===== src/rtl/kmeans_pkg.sv =====
// Width helpers shared by the k-d tree clustering datapath (manhattan_distance, cluster_CE).
package kmeans_pkg;

    function automatic int dim_w(input int max_val);
        return $clog2(max_val);
    endfunction

    function automatic int dist_w(input int n_coord, input int max_val);
        return $clog2(n_coord * max_val + 1);
    endfunction

    // A single-coordinate vector still needs a 1-bit axis port.
    function automatic int axis_w(input int n_coord);
        return (n_coord > 1) ? $clog2(n_coord) : 1;
    endfunction

endpackage


===== src/rtl/abs_diff.sv =====
// Unsigned |a - b| computed as max - min, so the result never wraps.
module abs_diff #(
    parameter int W = 8
) (
    input  logic [W-1:0] a,
    input  logic [W-1:0] b,
    output logic [W-1:0] y
);

    assign y = (a >= b) ? (a - b) : (b - a);

endmodule


===== src/rtl/manhattan_distance.sv =====
// Two-stage registered L1 distance between point and center, plus the split-axis difference.
module manhattan_distance
    import kmeans_pkg::*;
#(
    parameter int dim        = 3,
    parameter int data_range = 255
) (
    input  logic                              clk,
    input  logic                              rst,
    input  logic [axis_w(dim)-1:0]            axis,
    input  logic [dim*dim_w(data_range)-1:0]  point,
    input  logic [dim*dim_w(data_range)-1:0]  center,
    output logic [dist_w(dim, data_range)-1:0] dst,
    output logic [dim_w(data_range)-1:0]      axis_dst,
    output logic                              dst_done
);

    localparam int DIM_W  = dim_w(data_range);
    localparam int DIST_W = dist_w(dim, data_range);
    localparam int AXIS_W = axis_w(dim);
    localparam int TAG_W  = AXIS_W + 2 * dim * DIM_W;

    logic [DIM_W-1:0]  diff     [dim];
    logic [DIM_W-1:0]  diff_r   [dim];
    logic [DIM_W-1:0]  axis_sel;
    logic [DIM_W-1:0]  axis_diff_r;
    logic [TAG_W-1:0]  sample;
    logic [TAG_W-1:0]  s1_tag;
    logic              v1;
    logic [DIST_W-1:0] psum     [dim+1];

    for (genvar i = 0; i < dim; i++) begin : g_diff
        abs_diff #(.W(DIM_W)) u_abs_diff (
            .a(point[i*DIM_W +: DIM_W]),
            .b(center[i*DIM_W +: DIM_W]),
            .y(diff[i])
        );
    end

    // An axis index at or beyond dim matches no coordinate and selects zero.
    always_comb begin
        axis_sel = '0;
        for (int i = 0; i < dim; i++) begin
            if (axis == AXIS_W'(i)) axis_sel = diff[i];
        end
    end

    assign sample = {axis, point, center};

    // NOTE: every register here uses <= so all stages update from pre-edge values;
    // blocking = would let stage 2 see this edge's stage-1 result.
    always_ff @(posedge clk) begin
        if (rst) begin
            for (int i = 0; i < dim; i++) diff_r[i] <= '0;
            axis_diff_r <= '0;
            s1_tag      <= '0;
            v1          <= 1'b0;
        end else begin
            for (int i = 0; i < dim; i++) diff_r[i] <= diff[i];
            axis_diff_r <= axis_sel;
            s1_tag      <= sample;
            v1          <= 1'b1;
        end
    end

    assign psum[0] = '0;
    for (genvar i = 0; i < dim; i++) begin : g_sum
        assign psum[i+1] = psum[i] + DIST_W'(diff_r[i]);
    end

    // dst_done asserts only when the stage-1 tag still matches what is on the inputs now.
    always_ff @(posedge clk) begin
        if (rst) begin
            dst      <= '0;
            axis_dst <= '0;
            dst_done <= 1'b0;
        end else begin
            dst      <= psum[dim];
            axis_dst <= axis_diff_r;
            dst_done <= v1 && (s1_tag == sample);
        end
    end

endmodule


===== config.mk =====
export PLATFORM = sky130hd
export DESIGN_NAME = manhattan_distance
export DESIGN_NICKNAME = d
export VERILOG_FILES = /design/src/rtl/kmeans_pkg.sv /design/src/rtl/abs_diff.sv /design/src/rtl/manhattan_distance.sv
export SDC_FILE = /design/constraint.sdc
export NUM_CORES = 1
export LEC_CHECK = 0
export BUFFER_PORTS_ARGS = -buffer_cell sky130_fd_sc_hd__buf_2
export CORE_MARGIN = 3
export CORE_UTILIZATION = 63
export DETAILED_ROUTE_END_ITERATION = 12
export MAX_ROUTING_LAYER = met4
export PLACE_DENSITY = 0.85
export SLEW_MARGIN = 20
export SYNTH_ARGS = -nofsm -noshare
export SYNTH_HDL_FRONTEND = slang
export SYNTH_HIERARCHICAL = 1
export SYNTH_SLANG_ARGS = --single-unit

===== constraint.sdc =====
create_clock -name clk -period 5 [get_ports clk]
set_input_delay 0.75 -clock clk [delete_from_list [all_inputs] [get_ports clk]]
set_output_delay 0.75 -clock clk [all_outputs]
set_load 0.05 [all_outputs]

* After elaboration in Yosys (flattened, before gate mapping) *
Memory sizes are Yosys's and may differ from the RTL's.
Cells that the tools add are included.

operators by class
  shift-type cells = 0
  bitwise logic cells = 3
  equal/unequal tests = 3
  muxes and demuxes = 12
  reduce and logical (&&, ||, !) cells = 2
  divide/modulo/power cells = 0
  $mul = 0
  $add $sub $neg = 8
  $lt $le $gt $ge = 3

operators by type and width
  cell                                                             count
  8-bit two-way mux                                                9
  50-bit == test                                                   1
  8-bit subtractor                                                 6
  8-bit greater-or-equal comparator                                3
  9-bit by 8-bit adder with 10-bit output                          1
  8-bit by 8-bit adder with 9-bit output                           1
  1-bit two-way mux                                                3
  1-bit OR                                                         3
  2-bit by 1-bit == test with 1-bit output, second input constant  1
  2-bit == test, second input constant                             1
  2-bit zero test                                                  1
  1-bit logical AND                                                1

word-level totals
  bits of input ports = 52
  bits in writable memories = 24
  memories kept = 1
  register bits after elaboration = 78
  output and inout bits = 19
  memory bits (read-only) = 0
  bits in latches = 0

memory list
  memory  depth  bits a word  rd ports  clocked after memory_dff  write ports  RTL line                  RTL
  diff_r  3      8            3         0                         3            manhattan_distance.sv:24  logic [DIM_W-1:0] diff_r [dim];

* Logic depth before layout (Yosys ltp) *
  depth after elaboration = 5
  gate-level depth with buffers = 12

* Hierarchy *
The synthesis kept the hierarchy.

by module, submodules not included
  module                                area an instance (um2)  cells each  sequential area each (um2)  instances
  manhattan_distance                    3888.7                  367         2042.0                      1
  abs_diff at g_diff[1].u_abs_diff ...  651.9                   81          0.0                         2
  abs_diff at g_diff[0].u_abs_diff      660.6                   83          0.0                         1

* Worst setup path before layout *
Ideal clock, no wire load.

  path kind = in2reg
  from = in point[13]
  to = reg axis_diff_r[7]
  library setup time = 0.070 ns
  data arrival time = 2.779 ns
  slack = 2.151 ns
  data required time = 4.930 ns
  stages = 11
  cells stage by stage = inv_1 ha_1 buf_6 a21o_1 a21o_1 a221oi_4 mux2i_1 xor2_1 nor2b_1 mux2i_1 o2bb2ai_1

RTL lines
  element               RTL line                  RTL
  start, declared       manhattan_distance.sv:11  input logic [dim*dim_w(data_range)-1:0] point,
  end signal, assigned  manhattan_distance.sv:60  axis_diff_r <= axis_sel;
  end, declared         manhattan_distance.sv:26  logic [DIM_W-1:0] axis_diff_r;

==> run metrics <==
outcome=finished, final reports clean; final worst-path cycle share=0.591; CTS sink count=slightly above 100; total power draw=2250 uW; die area=about 0.010 mm^2; row count=34; Core Area=0.00889 mm^2; Clock Skews=9.49 ps; overall routing resource usage=0.265; cell family contributing the most delay on the critical path=compound AO/OA/AOI/OAI gates; post-synth top area cell=dfxtp_1; Buf/Inv on CP=2; Max-cap violations=0; pin count of the biggest net entering global routing=77; Switch Pwr=789 uW; Initial Util=0.658; leakage=about 0.0031 uW; Worst Tran Pin Value=733 ps; net count of the mapped netlist=731; DR DRC count=0; RSZ-0062 raised after global routing=false; post-cts sizing count=0; GR Overflow Total=0; Max IR drop VDD=about 0.20 mV; EDFF count, synth=0; worst-skew pair later-pin latency=370 ps; YS warnings=6; GPL Wtd Cong=0.928; fin. max-slew vios=0; first-pass GRT wire length=20900 um; max_slew headroom=0.512; # port buffers=70; vias in the first global route=between 4000 and 5000; critical path class=primary input to register; met2 usage=0.441; mean area per synthesized cell=approximately 9.6 um^2; Final setup viols=0; count of state elements after synthesis=102; # H-tree levels=3; Clock Tree Buf Depth=2; cell area after synthesis=0.00585 mm^2; critical path peak fanout=9; Fin Setup TNS=0 ps; Top Ports=71; dpl hpwl=between 10000 and 15000 um; CP startpoint kind=primary input; routed len/inst=approximately 16 um; initial antenna violation count=0; combinational share of power=0.349; critical path cell sequence=buf_2, inv_1, ha_1, a21o_1, a21o_1, a221oi_4, mux2i_1, xor2_1, mux2i_1, nor2_1, a21oi_1, nor2_1; Worst EP arrival=3250 ps; Top FF cell, synth=dfxtp_1; Avg Vias per Cell=5.53; Sw Ratio=0.351; # diodes=0; top-area cell type share of the netlist area=0.349; fin crit period=2950 ps; grt met3 use=0.0416; Setup crit end kind=register; Req. time, crit path=approximately 5300 ps; Clock Power Share=0.234; GRT Max-Usage Layer=met2; Distinct cells, synth=48; CTS tree=built; Pre-antenna DRT Iters=5; CTS buffer count=9; final antenna-violating net count=0; max incr delay on CP=roughly 520 ps; minimum hold slack=448 ps; iteration-0 DRC count of the detailed router=146; synth-to-layout area growth=9.75%; total number of vias=4324; Routed Wire Length=between 10000 and 15000 um; Power Internal=~1500 uW; async set or reset register ratio after synthesis=0; top post-synthesis cells by area=dfxtp_1, ha_1, nor2b_1, xnor2_1, fa_1; M1 GR Usage=0.331; register area share after synthesis=0.349; Sequential Power Share=0.417; clock slew at reported path FFs=100 ps; FMAX=338 MHz; setup bufs post-CTS=0; Die Width=102 um; Nets=789; share of layout cells above drive strength 1=0.151; slowest stage cell, crit path=a221oi_4; Hold Fails Final Rpt=0; min-delay worst type=register to register; CTS Hold Bufs=0; Clock Tree Root=clkbuf_8; chip height=102 um; PD cells=approximately 350 mW/mm^2; Post-Syn Instances=612
## flip-flops by register name, summed over array words and instances (netlist names)
register     flops
axis_diff_r      8
axis_dst         8
diff_r          24
dst             10
dst_done         1
s1_tag          50
v1               1
## per-stage QoR
step	instance area, um^2	util	setup WS [ps]	instances
finish	6420	0.722	2050	782
global route	6420	0.722	1920	782
CTS	6420	0.722	2080	782
detailed placement	6230	0.700	1710	767
global placement	6230	0.700	1820	767
floorplan	5850	-	2150	612
## placed cells by master (no fill, tap or decap), types with 4 or more instances in the layout
cell type / netlist / routed
dfxtp_1: 102 / 102
nor2b_1: 78 / 78
buf_2: 2 / 70
inv_1: 64 / 64
ha_1: 52 / 52
xnor2_1: 35 / 35
nor2_1: 31 / 31
xor2_1: 31 / 31
mux2i_1: 29 / 29
a21oi_1: 25 / 25
fa_1: 15 / 15
o21ai_0: 14 / 14
a21o_1: 13 / 13
nand4_1: 12 / 12
a31oi_1: 12 / 12
nand2_1: 10 / 10
clkbuf_8: 0 / 10
a211oi_1: 8 / 8
nor4_1: 8 / 8
a21o_2: 7 / 7
nand3_1: 4 / 4
nand3b_1: 4 / 4
## synth_stat cells (2+ instances only)
cell and instances:
nor4_1 8, nand2_1 10, nor3_1 2, clkbuf_1 15
and4_2 2, nand2b_1 2, dfxtp_1 102, nand3_1 4
a21oi_2 2, nor2_1 31, o22ai_1 2, nand4b_1 2
nand3b_1 4, mux2i_1 29, inv_1 64, buf_6 3
xor2_1 31, a221oi_4 2, a21o_1 13, o211ai_1 2
o21ai_0 14, buf_1 2, nand4_1 12, a311oi_1 3
a21o_2 7, a31oi_1 12, ha_1 52, a22oi_1 2
xnor2_1 35, buf_2 2, nor2b_1 78, a211oi_1 8
fa_1 15, a21oi_1 25, and3_1 2
## cells by family after synthesis
| group | Yosys count | share of synthesized area |
|---|---|---|
| and+or+nand+nor | 161 | 0.158 |
| DFF | 102 | 0.349 |
| AOI/OAI and AO/OA | 98 | 0.120 |
| buffers and inverters | 89 | 0.0622 |
| adders and majority gates | 67 | 0.162 |
| xor gates and xnor gates | 66 | 0.0988 |
| muxes | 29 | 0.0496 |
## power groups by stage
stage	Combinational, uW	Sequential (uW)	Clock, uW
after floorplan	488	1060	0
after global placement	757	955	0
after detailed placement	780	958	0
after CTS	785	939	539
after global routing	866	949	568
final	785	938	525
## path summary, 6_finish.rpt
check	slack, ps	startpoint	end	cells after the start
setup reg to reg	2610	diff_r[0][1]	dst[9]	8
hold / removal	450	axis_diff_r[1]	axis_dst[1]	1
hold reg to reg	450	axis_diff_r[1]	axis_dst[1]	1
setup / recovery	2050	point[13]	axis_diff_r[5]	12
## metal layers
layer | wire [um] | part of all wire
met1 | 5770 | 0.45
met2 | 6260 | 0.49
met3 | 521 | 0.041
met4 | 268 | 0.021
met5 | 0 | 0
## area by class of cell
| class | instances | area [um^2] |
|---|---|---|
| multi-input cells | 421 | 3450 |
| clock buffers | 11 | 141 |
| clock inverters | 4 | 56.3 |
| fillers | 712 | 2470 |
| flip-flops and latches | 102 | 2040 |
| repair buffers | 71 | 358 |
| inverters | 65 | 244 |
| well taps | 108 | 135 |
## worst register-to-register path, stage by stage, from the launching register on
cell and delay [ps]:
dfxtp_1 330, fa_1 470, ha_1 250, fa_1 470
a21o_2 230, a21oi_2 160, nand2b_4 150, nand2_1 50
and3_1 170
Power figures use the tool's default switching activity.
